### config.mk
export PLATFORM = sky130hd
export DESIGN_NAME = piso_serializer
export DESIGN_NICKNAME = d
export VERILOG_FILES = /design/src/rtl/piso_serializer.sv
export SDC_FILE = /design/constraint.sdc
export NUM_CORES = 1
export LEC_CHECK = 0
export CAP_MARGIN = 20
export CELL_PAD_IN_SITES_DETAIL_PLACEMENT = 0
export CELL_PAD_IN_SITES_GLOBAL_PLACEMENT = 1
export CORE_MARGIN = 4
export CORE_UTILIZATION = 41
export DETAILED_ROUTE_END_ITERATION = 8
export GPL_ROUTABILITY_DRIVEN = 1
export PLACE_DENSITY_LB_ADDON = 0.2
export SLEW_MARGIN = 20
export SYNTH_ARGS = -nofsm -noshare
export SYNTH_HDL_FRONTEND = slang
export SYNTH_SLANG_ARGS = --single-unit
### constraint.sdc
create_clock -name clk -period 2.6 [get_ports clk]
set_input_delay 0.65 -clock clk [delete_from_list [all_inputs] [get_ports clk]]
set_output_delay 0.65 -clock clk [all_outputs]
set_load 0.05 [all_outputs]
### src/rtl/piso_serializer.sv
// -----------------------------------------------------------------------------
// piso_serializer
//
// Purpose
//   Parallel-in, serial-out transmitter for the serial shift-register links.
//   It takes WIDTH-bit words over a valid/ready handshake and shifts each word
//   out one bit per clock on 'so'. Word boundaries are marked with
//   'frame_start' (first bit) and 'last' (final bit). A one-word holding
//   buffer sits in front of the shifter, so a word waiting there is loaded in
//   the same cycle the previous word's final bit goes out. Back-to-back words
//   therefore leave no idle bit between them.
//
// Parameters
//   WIDTH      word width in bits (>= 2)
//   MSB_FIRST  1: din[WIDTH-1] is sent first, 0: din[0] is sent first
//   IDLE_LEVEL level driven on 'so' while no word is being shifted
//
// Ports
//   clk          in   1      clock, all logic on the rising edge
//   rst          in   1      synchronous, active-high reset
//   din          in   WIDTH  parallel word to transmit
//   din_valid    in   1      din holds a valid word
//   din_ready    out  1      block can accept din this cycle
//   so           out  1      serial data out
//   so_valid     out  1      'so' carries a data bit this cycle
//   frame_start  out  1      'so' carries the first bit of a word
//   last         out  1      'so' carries the final bit of a word
//   busy         out  1      shifting, or holding buffer occupied
// -----------------------------------------------------------------------------
module piso_serializer #(
  parameter int unsigned WIDTH      = 8,
  parameter bit          MSB_FIRST  = 1'b1,
  parameter bit          IDLE_LEVEL = 1'b0
) (
  input  logic             clk,
  input  logic             rst,
  input  logic [WIDTH-1:0] din,
  input  logic             din_valid,
  output logic             din_ready,
  output logic             so,
  output logic             so_valid,
  output logic             frame_start,
  output logic             last,
  output logic             busy
);

  // The bit counter has to reach WIDTH-1.
  localparam int unsigned      CNT_W    = (WIDTH > 1) ? $clog2(WIDTH) : 1;
  localparam logic [CNT_W-1:0] CNT_LAST = CNT_W'(WIDTH - 1);

  typedef enum logic {
    ST_IDLE,
    ST_SHIFT
  } state_t;

  state_t           state_q, state_d;
  logic [WIDTH-1:0] hold_q, hold_d;
  logic             hold_full_q, hold_full_d;
  logic [WIDTH-1:0] sreg_q, sreg_d;
  logic [CNT_W-1:0] cnt_q, cnt_d;

  logic at_last;
  logic load_now;
  logic accept;

  // at_last is high while the final bit of the current word is on 'so'.
  // A held word may enter the shifter when the shifter is idle, or when the
  // shifter is about to finish. In that second case the handover leaves no gap.
  assign at_last  = (state_q == ST_SHIFT) && (cnt_q == CNT_LAST);
  assign load_now = hold_full_q && ((state_q == ST_IDLE) || at_last);

  // The buffer can take a new word when it is empty, or when it is being
  // emptied into the shifter on this same edge. Reset masks ready, so a word
  // offered during reset is never accepted.
  assign din_ready = ~rst & (~hold_full_q | load_now);
  assign accept    = din_valid & din_ready;

  // Holding buffer: a load empties it. A simultaneous accept refills it with
  // the new word, while the shifter takes the old contents.
  always_comb begin
    hold_d      = hold_q;
    hold_full_d = hold_full_q;
    if (load_now) begin
      hold_full_d = 1'b0;
    end
    if (accept) begin
      hold_d      = din;
      hold_full_d = 1'b1;
    end
  end

  // Shifter FSM. While a word is in flight, the shifter moves its data toward
  // the output end and fills with zeros. On the final bit it either reloads
  // from the buffer or falls back to idle.
  always_comb begin
    state_d = state_q;
    sreg_d  = sreg_q;
    cnt_d   = cnt_q;
    case (state_q)
      ST_IDLE: begin
        if (load_now) begin
          sreg_d  = hold_q;
          cnt_d   = '0;
          state_d = ST_SHIFT;
        end
      end
      ST_SHIFT: begin
        if (!at_last) begin
          cnt_d  = cnt_q + CNT_W'(1);
          sreg_d = MSB_FIRST ? {sreg_q[WIDTH-2:0], 1'b0}
                             : {1'b0, sreg_q[WIDTH-1:1]};
        end else if (load_now) begin
          sreg_d  = hold_q;
          cnt_d   = '0;
          state_d = ST_SHIFT;
        end else begin
          sreg_d  = '0;
          cnt_d   = '0;
          state_d = ST_IDLE;
        end
      end
      default: begin
        state_d = ST_IDLE;
      end
    endcase
  end

  // State registers. Reset aborts any word in flight and discards the buffer.
  always_ff @(posedge clk) begin
    if (rst) begin
      state_q     <= ST_IDLE;
      hold_q      <= '0;
      hold_full_q <= 1'b0;
      sreg_q      <= '0;
      cnt_q       <= '0;
    end else begin
      state_q     <= state_d;
      hold_q      <= hold_d;
      hold_full_q <= hold_full_d;
      sreg_q      <= sreg_d;
      cnt_q       <= cnt_d;
    end
  end

  // Every serial output comes straight from registers. There is no
  // combinational path from din to so.
  assign so_valid    = (state_q == ST_SHIFT);
  assign so          = so_valid ? (MSB_FIRST ? sreg_q[WIDTH-1] : sreg_q[0])
                                : IDLE_LEVEL;
  assign frame_start = so_valid && (cnt_q == '0);
  assign last        = at_last;
  assign busy        = so_valid | hold_full_q;

endmodule

==> results of run 1 <==
## path summary, 6_finish.rpt
kind	endpoint	slack [ns]	depth (start not counted)
setup / recovery	frame_start	0.15	5
hold reg to reg	sreg_q[2]$_SDFFE_PP0P_	0.50	2
hold / removal	sreg_q[2]$_SDFFE_PP0P_	0.50	2
setup reg to reg	hold_q[1]$_SDFFE_PP0P_	0.56	5
## registers in the layout (all words and copies together), names as in the netlist
signal / cells
hold_q: 8
sreg_q: 8
cnt_q: 3
hold_full_q: 1
so_valid: 1
## area by class of cell
| class | count | share of cell area, % |
|---|---|---|
| timing repair buffer | 20 | 16.9 |
| clock buffer | 4 | 2.25 |
| tap | 28 | 3.00 |
| multi-input combinational | 64 | 40.6 |
| inverter | 4 | 1.28 |
| sequential | 21 | 36.0 |
## cell families after synthesis
logic type	Yosys count	synth area share, %
flops	21	44.3
compound gates	14	12.0
fa+ha+maj	3	3.96
mux	9	13.7
simple gates	38	20.3
buf+inv	10	5.67
## placed cells by master, fill, tap and decap left out, types with 2 or more instances in the layout
master and instances:
sky130_fd_sc_hd__nor2b_1 8, sky130_fd_sc_hd__nor3_1 7, sky130_fd_sc_hd__nand2_1 3, sky130_fd_sc_hd__a221oi_1 7, sky130_fd_sc_hd__clkdlybuf4s50_1 14, sky130_fd_sc_hd__ha_1 3, sky130_fd_sc_hd__dfxtp_1 21, sky130_fd_sc_hd__inv_1 3
sky130_fd_sc_hd__nor2_1 15, sky130_fd_sc_hd__buf_4 5, sky130_fd_sc_hd__mux2_4 8, sky130_fd_sc_hd__clkbuf_4 3, sky130_fd_sc_hd__a21oi_1 3, sky130_fd_sc_hd__and2_1 2
## per-layer routing
layer  part of all wire (%)  routed length [um]  GRT usage, %
met4                    3.1                  57          8.47
met1                     47                 861          14.8
met3                    3.4                  63          2.09
met2                     47                 861          22.7
met5                      0                   0             0
## power by group through the flow
stage	Sequential (uW)	Combinational [uW]	Clock, uW
6_report	360	142	154
5_1_grt	364	158	174
4_1_cts	361	144	163
3_5_place_dp	368	143	0
3_3_place_gp	368	141	0
2_1_floorplan	366	96.2	0
## critical path, stage by stage, from the launching register on
cell,delay [ns]
sky130_fd_sc_hd__dfxtp_1,0.33
sky130_fd_sc_hd__inv_1,0.09
sky130_fd_sc_hd__ha_1,0.15
sky130_fd_sc_hd__nand2_1,0.05
sky130_fd_sc_hd__nor2_1,0.09
sky130_fd_sc_hd__clkdlybuf4s50_1,0.80
## per-stage QoR
stage	util (%)	worst slack [ns]	power (uW)	hold WS [ns]	instances
after floorplan	-	0.123	462	0.459	95
after global placement	51.6	0.307	509	0.475	137
after detailed placement	51.6	0.311	511	0.486	137
after CTS	52.8	0.134	668	0.507	141
after global routing	52.8	0.0529	696	0.546	141
final	52.8	0.154	656	0.500	141
==> results by stage, run 1 <==
Run status:
- The flow ran to the end, and the final reports show no timing, DRC or antenna violations.

Synthesis:
- By area the synthesized netlist is led by sky130_fd_sc_hd__dfxtp_1 (44%), sky130_fd_sc_hd__mux2_4 (13%), sky130_fd_sc_hd__a221oi_1 (6.5%).
- Synthesis instantiated 23 different standard cells from the library.
- During synthesis, Yosys emitted a total of 0 warnings.
- Yosys mapped a number of flops with a built-in enable equal to 0.
- The number of register bits inferred by synthesis is 21.
- After synthesis, the largest area contributor takes up 44.3% of total cell area.
- The total nets after synthesis is 109.
- sky130_fd_sc_hd__dfxtp_1 is the most common cell in the netlist.
- The post-synthesis cell area is 948 um^2.
- The share of flip-flops with an asynchronous set or reset after synthesis is 0%.
- By count the netlist is led by sky130_fd_sc_hd__dfxtp_1 (21), sky130_fd_sc_hd__nor2_1 (15), sky130_fd_sc_hd__mux2_4 (8), sky130_fd_sc_hd__nor2b_1 (8).
- The largest area contributor in the synthesized netlist is sky130_fd_sc_hd__dfxtp_1.
- Synthesis handed over a netlist of 95 instances.
- The most used flip-flop cell after synthesis is sky130_fd_sc_hd__dfxtp_1.
- The average instance in the mapped netlist occupies 9.98 um^2.
- The sequential-to-total area share from yosys stat is 44.3%.

STA:
- Setup repair after global routing left no endpoint under its margin.
- The headroom to the max-slew limit is 66.8%.
- Adding up every negative setup slack in the final design gives 0 ns.
- The max-slew violation count is 0.
- The final-report hold violation count is 0.
- The transition time at the pin with the least slew margin is 0.496 ns.
- The maximum clock skew at final layout is 0.00423 ns.
- The worst path in the final design needs a cycle of 2.45 ns, including I/O delays and setup.
- Of the available clock period, the critical path in the final layout requires 94.1%.
- The number of setup violations in the final report is 0.
- Timing would allow up to 409 MHz.

Routing:
- The length of the first detailed-routing pass in iterations is 4.
- The final layout contains routed wiring with a total length of 1.84 mm.
- After detailed routing, the average wire length per cell comes to 13.1 um.
- The detail route stage leaves a number of antenna-violating nets equal to 0.
- The first routing iteration left 14 violations.
- The remaining routing DRC violations is 0.
- The routed layout has 712 vias.
- After detailed routing, the number of vias per cell comes to 5.05.

Finish:
- The multi-input combinational cells in the finished layout cover a total of 474 um^2.
- The final standard cell area without fillers is 1170 um^2.
- Summing all flip-flop and latch instances after layout gives 420 um^2.
- The total of fill cells in the finished design is 224.
- The area growth from synthesis to layout is 23.2%.
- The repair_antennas step left the layout with diodes totalling 0.
- After the last flow step, the layout net total stands at 128.
- The post-route netlist has 17.7% of its cells at a drive strength greater than 1.

Global routing:
- The aggregate global-route resource usage is 13.1%.
- After global routing the overflow that remains totals 0.
- The number of global-route vias before repair is 761.
- The initial antenna violation count was 0.
- The global-route wire length before repair is 3.23 mm.
- The largest net degree at the start of global routing is 17.

Die:
- The number of rows in the core area is 17.
- The floorplan step defined a die boundary enclosing 3150 um^2.
- The overall die width is 56.1 um.
- The initial utilization of the core area, before any placement, comes to 42.9%.
- 17 I/O pins were placed.
- The core region is 2210 um^2.
- The floorplan die height is 56.1 um.

Clock network:
- The post-CTS repair timing setup buffer count is 0.
- The number of buffers created by CTS is 3.
- Clock latency on the worst-skew pair, taken at its later pin, is 0.30 ns.
- The cell at the root of the clock tree is sky130_fd_sc_hd__clkbuf_4.
- The cts-stage hold buffer count is 0.
- The clock tree from TritonCTS is done.
- After clock tree synthesis, the clock-pin slew on the worst setup and hold paths is 0.11 ns.
- The number of sinks on the clock net is 21.
- Once the clock tree was built, the resizer swapped 0 gates to a different size.
- In this run the number of H-tree levels came out at 1.
- The maximum buffer depth of the clock tree is 2.

Pwr:
- The switching portion of total power is 27.2%.
- The total leakage power is 0.000502 uW.
- The total power per unit cell area is 561 nW/um^2.
- Of the total power, combinational logic draws 21.6%.
- The internal portion of the total power is 477 uW.
- For this design the total switching power over the nets is 178 uW.
- The part of the total power dissipated in the clock network is 23.5%.
- The worst-case IR drop observed on VDD is 341 uV.
- The power share of the sequential group is 55.0%.

Placement:
- Summing all placed instances gives a cell area of 1140 um^2.
- The estimated wirelength of the detail-placed design is 1.30 mm.
- At the end of routability-driven placement, the weighted congestion stood at 0.695.
- The number of buffers added on ports is 16.

Worst setup path:
- The worst register-to-register path begins at cnt_q[0]$_SDFFE_PP0P_.
- The worst setup path is captured at a primary output.
- The worst setup path category is reg2out.
- The data required time of the worst path is 1.95 ns.
- The startpoint type of the worst setup path is a flip-flop.
- At the worst endpoint, the arrival time is 1.80 ns.
- The most critical setup path has its startpoint at cnt_q[0]$_SDFFE_PP0P_.
- The maximum fanout along the worst path is 2.

Run:
- The tool flagged a number of max-cap violations equal to 0.

Worst hold path:
- The classification of the worst-slack hold path is reg2reg.
- The startpoint of the worst hold path is sreg_q[2]$_SDFFE_PP0P_.
No activity file was read; power rests on OpenSTA's default activity.
==> run 2, diff against run 1 <==
ABC_AREA = 1   (was unset)
CORE_UTILIZATION = 39   (was 41)
==> results by stage, run 2 <==
Clock network:
- In this run the number of H-tree levels came out at 1.
- Clock-pin slew was measured on the worst setup and hold paths at 0.12 ns.
- The clock latency reported for the late side of the worst-skew pair is 0.31 ns.
- The number of gates resized after CTS was 0.
- The maximum buffer depth of the clock tree is 2.
- In this run the post-CTS setup repair buffer count came out at 0.
- The cts-stage hold buffer count is 0.
- The number of buffers created by CTS is 3.
- Counting every sink on the clock net gives 21.
- The tree is rooted in a sky130_fd_sc_hd__clkbuf_4.
- The clock tree from TritonCTS is done.

Synthesis:
- Yosys mapped a number of flops with a built-in enable equal to 0.
- sky130_fd_sc_hd__nand2_1 is the most common cell in the netlist.
- The post-synthesis cell area is 1020 um^2.
- The count of warnings emitted by yosys is 0.
- Counting distinct cell types in the post-synthesis netlist gives 19.
- The number of register bits inferred by synthesis is 21.
- Of the synthesized area, sequential elements account for 41.0%.
- The largest area contributor in the synthesized netlist is sky130_fd_sc_hd__dfxtp_1.
- When the netlist entered floorplanning its net count stood at 161.
- Sorting the synthesized cells by area gives the leading types as sky130_fd_sc_hd__dfxtp_1 (41%), sky130_fd_sc_hd__nand2_1 (12%), sky130_fd_sc_hd__nor2_1 (9.2%).
- The share of flip-flops with an asynchronous set or reset after synthesis is 0%.
- The cell count after synthesis is 147.
- The flip-flop cell with the highest count after synthesis is sky130_fd_sc_hd__dfxtp_1.
- Of the post-synthesis cell area, the dominant cell type holds 41.0%.
- By count the netlist is led by sky130_fd_sc_hd__nand2_1 (34), sky130_fd_sc_hd__nor2_1 (25), sky130_fd_sc_hd__dfxtp_1 (21), sky130_fd_sc_hd__inv_1 (15), sky130_fd_sc_hd__a21oi_1 (10).
- The mean cell area of the mapped netlist is 6.97 um^2.

Worst setup path:
- The slowest stage of the critical path is the sky130_fd_sc_hd__dfxtp_1 cell.
- The kind of end point of the critical path is a primary output.
- The critical path goes through ha_1, ha_1, inv_2, nand3_2, nand2_1, inv_1, buf_12.
- The critical path's most frequent cell is sky130_fd_sc_hd__ha_1.
- The maximum fanout along the worst path is 11.
- At the worst endpoint, the arrival time is 1.76 ns.
- The stage delay of the slowest cell on the critical path is 0.33 ns.
- STA puts the critical path data required time at 1.95 ns.
- The setup path with the least slack is of type reg2out.
- The startpoint type of the worst setup path is a flip-flop.

Finish:
- The number of non-filler instances in the completed layout is 193.
- The filler cells instantiated in the layout total 283.
- The library cell used most frequently in the layout, excluding fill and tap cells, is sky130_fd_sc_hd__nand2_1.
- The total area of sequential cells is 420 um^2.
- The multi-input combinational cells in the finished layout cover a total of 484 um^2.
- The ratio of cells with drive above 1 in the final layout is 12.3%.
- The library cells used most frequently in the layout, excluding fill and tap cells, are sky130_fd_sc_hd__nand2_1 (34), sky130_fd_sc_hd__nor2_1 (25), sky130_fd_sc_hd__dfxtp_1 (21).
- The total inserted antenna cells is 0.
- After routing the design area is 1220 um^2.
- At the end of the flow, the number of nets in the layout was 178.
- The largest registers in the layout are hold_q x8, sreg_q x8, cnt_q x3.
- The layout overhead on the synthesized area is 19.0%.

Die:
- For this configuration, the core starts out at a cell density of 41.0%.
- From left edge to right edge, the die measures 59.3 um.
- The floorplan step defined a die boundary enclosing 3510 um^2.
- The initialized floorplan defines 18 standard-cell rows.
- Measured along the y axis, the die boundary spans 59.3 um.
- The core area is 2500 um^2.
- The I/O pin total is 17.

STA:
- Setup repair after global routing left no endpoint under its margin.
- The maximum operating frequency is 415 MHz.
- The number of setup violations in the final report is 0.
- For the pin with the worst max-slew slack, the measured transition is 0.330 ns.
- The max-slew violation count came to 0.
- The final-report hold violation count is 0.
- After routing, the total negative slack on setup checks comes to 0 ns.
- Counting I/O delays and the setup requirement, the final critical path takes 2.41 ns.
- In this run the tightest slew margin relative to its limit is 77.9%.
- Across all hold checks on the routed design, the worst slack comes to 0.491 ns.
- After layout, the worst path uses 92.8% of the clock period.
- The maximum clock skew at final layout is 0.00323 ns.

Run status:
- The flow ran to the end, and the final reports show no timing, DRC or antenna violations.

Global routing:
- The global route total overflow is 0.
- The number of global-route vias before repair is 793.
- The initial antenna violation count is 0.
- Entering global routing, the biggest net connects 19 pins.
- The aggregate global-route resource usage is 13.0%.
- The global-route wire length before repair is 3.49 mm.

Placement:
- After detailed placement, the design holds a cell count of 189.
- The number of buffers added on ports is 16.
- The estimated wirelength of the detail-placed design is 1.48 mm.
- The weighted congestion reported at the end of routability-driven placement is 0.742.
- Summing all placed instances gives a cell area of 1190 um^2.

Worst hold path:
- The classification of the worst-slack hold path is reg2reg.

Routing:
- After detailed routing, the number of remaining DRC violations is 0.
- The length of the first detailed-routing pass in iterations is 2.
- Once detail routing completed, the nets flagged for antenna violations numbered 0.
- The routed via count divided by cell count is 4.79.
- In the final routed layout, each cell accounts on average for 10.5 um.
- For this block, the initial DRC count from the detailed router was 3.
- The routed wire length is 2.03 mm.
- Across all layers, the routed design uses 924 vias.

Pwr:
- The total leakage power is 0.000573 uW.
- For this design the ratio of total power to cell area is 540 nW/um^2.
- The maximum ir drop on the vdd rail is 280 uV.

Run:
- The max-capacitance violation count is 0.
run 2: stage by stage:
stage | utilization (%) | worst slack, ns | power, uW
floorplan | - | 0.169 | 464
global placement | 47.7 | 0.505 | 502
detailed placement | 47.7 | 0.505 | 505
CTS | 48.8 | 0.164 | 667
global route | 48.8 | 0.0276 | 698
finish | 48.8 | 0.188 | 658
run 2: final cells by class:
| class | instances | share of cell area [%] |
|---|---|---|
| tap | 30 | 3.08 |
| inverter | 18 | 5.74 |
| clock inverter | 1 | 0.410 |
| multi-input combinational | 101 | 39.7 |
| timing repair buffer | 19 | 14.8 |
| sequential | 21 | 34.5 |
| clock buffer | 3 | 1.85 |
run 2: critical path, delay by kind of cell (launching register included):
family,cells,cell delay (ns)
simple gates,2,0.35
flops,1,0.33
fa+ha+maj,2,0.41
buf+inv,3,0.36
run 2: kinds of logic (layout without fill, tap and decap cells):
logic type | count (synthesis) | after routing | share of synthesized area [%]
flip-flops | 21 | 21 | 41.0
AO/OA/AOI/OAI | 19 | 19 | 9.65
buffers and inverters | 25 | 41 | 11.7
AND/OR/NAND/NOR | 79 | 79 | 33.9
adder cells (fa/ha/maj) | 3 | 3 | 3.66
run 2: where the power goes:
part	switching, uW	internal (uW)
clock network	105	57.5
logic	81.7	54.8
registers	13.4	346
total	200	458
run 2: per-layer routing:
layer / GRT usage, % / vias to the layer above / share of wire, %
li1: - / 500 / -
met1: 17.3 / 403 / 53
met2: 20.0 / 17 / 41
met3: 2.40 / 4 / 4.9
met4: 6.80 / 0 / 1.8
met5: 0 / - / 0
run 2: final timing paths:
path | from | to | slack (ns) | cells after the start
worst max-delay path | cnt_q[0]$_SDFFE_PP0P_ | din_ready | 0.19 | 7
worst min-delay path | sreg_q[0]$_SDFFE_PP0P_ | sreg_q[0]$_SDFFE_PP0P_ | 0.49 | 2
worst max register to register | cnt_q[0]$_SDFFE_PP0P_ | hold_q[0]$_SDFFE_PP0P_ | 1.08 | 7
worst min register to register | sreg_q[0]$_SDFFE_PP0P_ | sreg_q[0]$_SDFFE_PP0P_ | 0.49 | 2
==> RTL change: new RTL, config.mk and constraints of run 1 <==
`WIDTH`: 8 -> 16.
--- a/src/rtl/piso_serializer.sv
+++ b/src/rtl/piso_serializer.sv
@@ -30,3 +30,3 @@
 module piso_serializer #(
-  parameter int unsigned WIDTH      = 8,
+  parameter int unsigned WIDTH      = 16,
   parameter bit          MSB_FIRST  = 1'b1,
Ports: changed (resized din); port bits go from 17 to 25. No check against the original RTL was run, so the function may have changed too.
==> RTL change against run 1 <==
  * Area after synthesis increased by 76%
  * Worst setup slack better by 0.13 ns
  * Non-clock buffer count grew 10
  * Sequential cell count grew 17
  * Final area rose by 75%
  * Maximum frequency up 5.4%
  * Power rose by 94%
  * Routed wire length grew 93%
  * Register-to-register slack better by 0.21 ns
  * Critical path type unchanged
  * Largest cell class unchanged
==> RTL change: results (changes against run 1) <==
| Metric | Value |
|---|---|
| Post-placement setup slack | 0.432 ns (+0.121 ns) |
| Leak pwr | 0.796 nW (+59%) |
| Initial DRC count | 98 (+84) |
| Syn avg cell area | 9.08 µm² (-9.1%) |
| Root buffer cell | clkbuf_8 |
| Seq/Total Area, Yosys | 45.5% (+1.2 points) |
| Via Count | 1416 (+99%) |
| Largest net degree at the start of global routing | 32 (+15) |
| Post-synth cell types | 32 (+39%) |
| Critical-path top delay cell | dfxtp_1 |
| Skew-Pair Late Insertion Delay | 0.28 ns (-0.02 ns) |
| Total Wirelength | 3570 µm (+93%) |
| Share of power burned in registers | 52.2% (-2.8 points) |
| Final hold slack | 0.471 ns (-0.0291 ns) |
| Ys flop type | dfxtp_1 |
| Seq. pwr | 665 µW (+85%) |
| Placed cell count | 248 (+81%) |
| Final GP Congestion | 0.785 (+13%) |
| Global-route wire length before repair | 5920 µm (+83%) |
| Bufs and invs on worst path | 1 (-1) |
| Commonest cells post-synth | dfxtp_1 (38), nand2_1 (35), nor2_1 (20) |
| Worst Setup EP | din_ready |
| Clock group | 370 µW (+140%) |
| GRT Overall Usage | 14.4% (+1.3 points) |
| I/O Buffers | 24 (+8) |
| # fillers | 353 (+58%) |
| Critical Path AT | 1.67 ns (-0.13 ns) |
| Top flop regs | hold_q (16), sreg_q (16), cnt_q (4) |
| Drt pass-1 iters | 4 (unchanged) |
| Synth area leaders | dfxtp_1 (46%), mux2i_1 (10%), nand2_1 (7.9%) |
| Final nets | 228 (+78%) |
| Clock-pin slew on the worst setup and hold paths | 0.07 ns (-0.04 ns) |
| Max-Slew Margin vs Limit | 48.5% (-18 points) |
| CP max FO | 8 (+6) |
| Hold Path Sink | hold_q[11] |
| Syn Nets | 205 (+88%) |
| Cell count of the worst reg-to-reg path | 5 (unchanged) |
| Num CTS Buffers | 5 (+2) |
| DR vias/cell | 5.55 (+10%) |
| Worst path max stage delay | 0.41 ns (-0.39 ns) |
| Final Util | 53.9% (+1.1 points) |
| R2r endpoint | hold_q[6] |
| Worst R2R Setup Slack | 0.77 ns (+0.21 ns) |
| Post-DP HPWL | 2410 µm (+86%) |
| Sw Ratio | 27.2% (about the same) |
| Min-delay src | hold_q[11] |
| H-tree depth | 2 (+1) |
| Status | completed |
| Placed cell areas | 1970 µm² (+73%) |
| Maximum vdd ir drop | 0.407 mV (+19%) |
| Skew final | 0.00455 ns (+0.000321 ns) |
| Ratio of cells with drive above 1 in the final layout | 11.1% (-6.6 points) |
| CP top delay family | flip-flops |
## RTL change: metal layers
| layer | wire (µm) | GRT usage (%) |
|---|---|---|
| met2 | 1750 | 25.2 |
| met1 | 1630 | 16.4 |
| met4 | 35 | 3.76 |
| met3 | 148 | 5.33 |
| met5 | 0 | 0 |
## RTL change: final cells by class
| type | count | area share [%] |
|---|---|---|
| Clock buffer | 7 | 3.73 |
| Inverter | 6 | 1.10 |
| Multi-Input combinational cell | 126 | 39.9 |
| Sequential cell | 38 | 37.2 |
| Tap cell | 48 | 2.93 |
| Timing Repair Buffer | 30 | 15.2 |
## RTL change: kinds of logic (layout without fill, tap and decap cells)
family          count (synthesis)  in the layout  synth area share (%)
buf+inv                        20             43                  5.84
mux                            17             17                  10.2
simple gates                   63             63                  16.1
fa+ha+maj                       2              2                  1.50
flops                          38             38                  45.5
compound gates                 44             44                  20.8
